`src/rtl/mem_arb_pkg.sv`:
```
// mem_arb_pkg: shared state encoding, requester ids and default widths for the memory port arbiter
package mem_arb_pkg;
  typedef enum logic [1:0] {IDLE, GRANT_IF, GRANT_D, RESP} state_t;
  localparam logic REQ_IF = 1'b0;
  localparam logic REQ_D = 1'b1;
  localparam int DEF_ADDR_W = 32;
  localparam int DEF_DATA_W = 32;
endpackage

```
`src/rtl/mem_arb_starve_ctr.sv`:
```
// mem_arb_starve_ctr: saturating count of data grants issued while fetch waits; at_limit forces a fetch grant
module mem_arb_starve_ctr #(
  parameter int STARVE_LIMIT = 4
) (
  input  logic clk,
  input  logic rst,
  input  logic if_req,
  input  logic d_grant,
  input  logic if_grant,
  output logic at_limit
);
  localparam int CW = $clog2(STARVE_LIMIT + 1);
  logic [CW-1:0] cnt;
  always_ff @(posedge clk)
    if (rst || if_grant || !if_req) cnt <= '0;
    else if (d_grant && !at_limit) cnt <= cnt + 1'b1;
  assign at_limit = cnt == CW'(STARVE_LIMIT);
endmodule

```
`src/rtl/mem_port_arbiter.sv`:
```
// mem_port_arbiter: shares one memory port between fetch and data requesters (data first; MEM_PORT_ARBITER_STARVE_GUARD_EN bounds fetch starvation)
module mem_port_arbiter
  import mem_arb_pkg::*;
#(
  parameter int ADDR_W = DEF_ADDR_W,
  parameter int DATA_W = DEF_DATA_W,
  parameter int STARVE_LIMIT = 4
) (
  input  logic              clk_i,
  input  logic              rst_i,
  input  logic              if_req_i,
  input  logic [ADDR_W-1:0] if_addr_i,
  output logic [DATA_W-1:0] if_rdata_o,
  output logic              if_ack_o,
  input  logic              d_req_i,
  input  logic              d_we_i,
  input  logic [ADDR_W-1:0] d_addr_i,
  input  logic [DATA_W-1:0] d_wdata_i,
  output logic [DATA_W-1:0] d_rdata_o,
  output logic              d_ack_o,
  output logic              stall_o,
  output logic              mem_req_o,
  output logic              mem_we_o,
  output logic [ADDR_W-1:0] mem_addr_o,
  output logic [DATA_W-1:0] mem_wdata_o,
  input  logic [DATA_W-1:0] mem_rdata_i,
  input  logic              mem_ack_i
);
  state_t state;
  logic force_if, gnt, grant_now;
  assign gnt = d_req_i && !force_if ? REQ_D : REQ_IF;
  assign grant_now = state == IDLE && (d_req_i || if_req_i);
`ifdef MEM_PORT_ARBITER_STARVE_GUARD_EN
  logic at_limit;
  mem_arb_starve_ctr #(.STARVE_LIMIT(STARVE_LIMIT)) u_starve (
    .clk(clk_i),
    .rst(rst_i),
    .if_req(if_req_i),
    .d_grant(grant_now && gnt == REQ_D),
    .if_grant(grant_now && gnt == REQ_IF),
    .at_limit(at_limit)
  );
  assign force_if = at_limit && if_req_i && d_req_i;
`else
  assign force_if = 1'b0;
`endif
  assign stall_o = !rst_i && ((if_req_i && !if_ack_o) || (d_req_i && !d_ack_o));
  always_ff @(posedge clk_i)
    if (rst_i) begin
      state <= IDLE;
      mem_req_o <= 1'b0;
      mem_we_o <= 1'b0;
      mem_addr_o <= '0;
      mem_wdata_o <= '0;
      if_rdata_o <= '0;
      d_rdata_o <= '0;
      if_ack_o <= 1'b0;
      d_ack_o <= 1'b0;
    end else begin
      if_ack_o <= 1'b0;
      d_ack_o <= 1'b0;
      case (state)
        IDLE:
          if (grant_now) begin
            state <= gnt == REQ_D ? GRANT_D : GRANT_IF;
            mem_req_o <= 1'b1;
            mem_we_o <= gnt == REQ_D && d_we_i;
            mem_addr_o <= gnt == REQ_D ? d_addr_i : if_addr_i;
            mem_wdata_o <= gnt == REQ_D ? d_wdata_i : '0;
          end
        GRANT_IF:
          if (mem_ack_i) begin
            state <= RESP;
            mem_req_o <= 1'b0;
            if (if_req_i) begin
              if_rdata_o <= mem_rdata_i;
              if_ack_o <= 1'b1;
            end
          end
        GRANT_D:
          if (mem_ack_i) begin
            state <= RESP;
            mem_req_o <= 1'b0;
            if (d_req_i) begin
              if (!mem_we_o) d_rdata_o <= mem_rdata_i;
              d_ack_o <= 1'b1;
            end
          end
        default: state <= IDLE;
      endcase
    end
endmodule

```
`config.mk`:
```
export PLATFORM = sky130hd
export DESIGN_NAME = mem_port_arbiter
export DESIGN_NICKNAME = d
export VERILOG_FILES = /design/src/rtl/mem_arb_pkg.sv /design/src/rtl/mem_arb_starve_ctr.sv /design/src/rtl/mem_port_arbiter.sv
export SDC_FILE = /design/constraint.sdc
export NUM_CORES = 1
export LEC_CHECK = 0
export ABC_AREA = 0
export BUFFER_PORTS_ARGS = -buffer_cell sky130_fd_sc_hd__clkbuf_2
export CAP_MARGIN = 15
export CORE_MARGIN = 5
export CORE_UTILIZATION = 48
export DETAILED_ROUTE_END_ITERATION = 10
export GPL_TIMING_DRIVEN = 0
export PLACE_DENSITY = 0.89
export SLEW_MARGIN = 40
export SYNTH_ARGS = -nofsm -noshare
export SYNTH_HDL_FRONTEND = slang
export SYNTH_SLANG_ARGS = --single-unit
```
`constraint.sdc`:
```
create_clock -name clk_i -period 3.5 [get_ports clk_i]
set_clock_uncertainty 0.15 [all_clocks]
set_input_delay 0.7 -clock clk_i [delete_from_list [all_inputs] [get_ports clk_i]]
set_output_delay 0.7 -clock clk_i [all_outputs]
set_load 0.1 [all_outputs]
```
==> impl_results.md <==
- Outcome: completed
- H-tree Lvls: 4
- CP peak stage delay: between 0.4 and 0.5 ns
- Switching pwr: approximately 3.3 mW
- Class of the worst hold path: in -> reg
- Clock sink count: approximately 130
- Placed Area: between 0.006 and 0.007 mm^2
- Critical Path Start: rst_i
- Multi-input gate area: 0.00207 mm^2
- CTS tree: yes
- Reg clk slew, reported paths: 0.06 ns
- Synth Instances: around 570
- Rows: 37
- Tmin final: 2.65 ns
- Routed Wire Length: 15.1 mm
- Placed insts: 967
- Area grow syn2layout: 41.2%
- Max Fanout on Critical Path: 10
- Count leader, synth: dfxtp_1
- Ant diodes: 0
- Cell area after layout: 0.00702 mm^2
- Die Y: 112 um
- RSZ-0062 raised after global routing: no
- CTS-repair resized insts: 0
- 1st-iter DRT viols: roughly 330
- Cell variety after synth: 29
- Reg-to-reg critical path startpoint: state[1]
- Final setup vio count: 0
- Layout fillers: 883
- Final-report max-slew violation count: 0
- WP data arrival: ~1.8 ns
- Worst EP required: between 2 and 3 ns
- Asr flop ratio synth: 0%
- First-pass GRT wire length: about 24 mm
- Die ar.: about 0.012 mm^2
- Starting Density: roughly 49%
- Core ar.: 0.0102 mm^2
- Worst slew margin: a little under three fifths
- Gr ovfl total: 0
- I/O Buffers: about 270
- Layout cell share with drive strength beyond 1: a little under two fifths
- Warnings, synthesis: 0
- Worst Hold Launch: mem_rdata_i[22]
- DR vias: 5089
- EDFF count, synth: 0
- Initial antenna violation count: 0
- Total GRT Usage: 23.3%
- Synth Cell Area: 0.00497 mm^2
- Worst Tran Pin Value: between 0.6 and 0.7 ns
- Flop pwr share: 29.7%
- Clock power frac: around a quarter
- # DRC: 0
- Hold Violations, Final: 0
- Deepest clock path buffer count: 2
- Sequential-to-total area share from yosys stat: between 50% and 60%
- CP cell instances: buf_2, clkbuf_1, a21oi_1, clkbuf_2
- Drt via density: approximately 5.1
- Peak Freq: about 380 MHz
- Synth Flop Type: dfxtp_1
- Post-DP HPWL: 11.9 mm
- Setup bufs post-CTS: 0
- Hold buffer count at CTS: 0
- Syn Nets: 704
- Leakage power: ~3.3 nW
- Synth area leaders: dfxtp_1 (54%), nand2_1 (9.7%), a21oi_1 (6.5%)
- Synth top area share: about 54%
- TritonCTS Buffers: 17
- Nets: around 1000
- Combinational share of power: around 45%
- Crit Path Class: in -> out
- Sequential cell area: about 0.0027 mm^2
- WL per Instance: around 15 um
- Max-Cap Viols: 0
- CTS Root Cell: clkbuf_8
- Vias in the first global route: roughly 5000
- Drt pass-1 iters: 5
- PD cells: slightly above 900 mW/mm^2
- Placer congestion estimate: a little under 0.9
- Startpoint Class: input pin
- # IOs: approximately 270
- Worst skew pair latency: approximately 0.49 ns
- ANT nets after route: 0
- FF+latch count, synth: 134
- Slowest CP cell: clkbuf_2
- Die X: 112 um
- Switching part of the total power: 51.1%
- Synth area leader: dfxtp_1
- TNS Setup: 0 ns
- Non-Filler Instances: roughly 1000
- Largest net degree at the start of global routing: 17
- Crit end category: output pin
- Cell internal pwr: 3.17 mW
- Avg Inst Size Synth: between 8 and 9 um^2
- Post-synth top cells: dfxtp_1 (134), nand2_1 (128), nor2_1 (68)
- VDD IR max: roughly 860 uV
- Tcrit/Tclk final: 75.7%
## layer usage
layer  track usage (%)  share of wire [%]  vias to the layer above  wire length, um
li1                  -                  -                     2503                -
met1              26.2                 39                     2375             5980
met2              43.2                 52                      192             7850
met3              5.33                6.9                       19             1050
met4              7.46                1.7                        0              265
met5                 0                  0                        -                0
## sequential cells by signal (all words and copies together) (netlist names), 2 cells and up
| name | cells |
|---|---|
| mem_addr_o | 32 |
| state | 2 |
| mem_wdata_o | 32 |
| if_rdata_o | 32 |
| d_rdata_o | 32 |
## worst max-delay path: cells and delay by family
kind / cells / cell delay (ns)
buffers and inverters: 3 / 0.93
AO/OA/AOI/OAI: 1 / 0.17
## cell type report
cell class / instances / area share [%]
Sequential cell: 134 / 38.2
Clock inverter: 15 / 1.96
Clock buffer: 17 / 5.90
Multi-Input combinational cell: 382 / 29.4
Inverter: 3 / 0.160
Buffer: 47 / 2.99
Tap cell: 136 / 2.42
Timing Repair Buffer: 265 / 18.9
## power by group through the flow
| stage | logic [mW] | clock network, mW | registers, mW |
|---|---|---|---|
| floorplan | 0.611 | 0 | 3.74 |
| global placement | 2.89 | 0 | 1.95 |
| detailed placement | 2.92 | 0 | 1.96 |
| CTS | 2.92 | 1.67 | 1.93 |
| global route | 3.05 | 1.73 | 1.96 |
| finish | 2.91 | 1.65 | 1.93 |
## worst paths after layout
| path | to | slack, ns | depth (start not counted) |
|---|---|---|---|
| worst max-delay path | stall_o | 0.85 | 4 |
| worst min-delay path | if_rdata_o[22] | 0.28 | 3 |
| worst max register to register | mem_wdata_o[6] | 1.66 | 7 |
| worst min register to register | d_rdata_o[30] | 0.30 | 2 |
## logic make-up (layout without fill, tap and decap cells)
kind of cell	Yosys count	in the layout	share of synthesized area [%]
mux	32	32	6.44
fa+ha+maj	4	4	1.01
buf+inv	50	347	4.46
compound gates	138	138	17.6
flops	134	134	54.0
simple gates	208	208	16.5
## stage by stage
step | power (mW) | setup WS, ns | hold WS [ns] | utilization [%]
after floorplan | 4.35 | 0.126 | 0.352 | -
after global placement | 4.84 | 0.808 | 0.291 | 63.2
after detailed placement | 4.87 | 0.814 | 0.297 | 63.2
after CTS | 6.51 | 0.812 | 0.263 | 68.6
after global routing | 6.74 | 0.745 | 0.262 | 68.6
final | 6.48 | 0.851 | 0.284 | 68.6
## cell usage in the layout, fill, tap and decap left out, types with 2 or more instances in the layout
master and n:
dfxtp_1 134, nor2_1 68, o31ai_1 2, a22oi_1 33, nand2b_1 3, clkbuf_1 25
a211oi_1 32, nand3_1 2, nand2_1 128, o2111ai_1 2, a21oi_1 65, clkinvlp_4 3
mux2i_1 32, clkbuf_2 266, clkbuf_16 16, clkinv_2 2, ha_1 4, inv_6 5
inv_1 3, buf_1 3, buf_4 4, buf_2 14, inv_8 4
(Power assumes the default switching activity.)
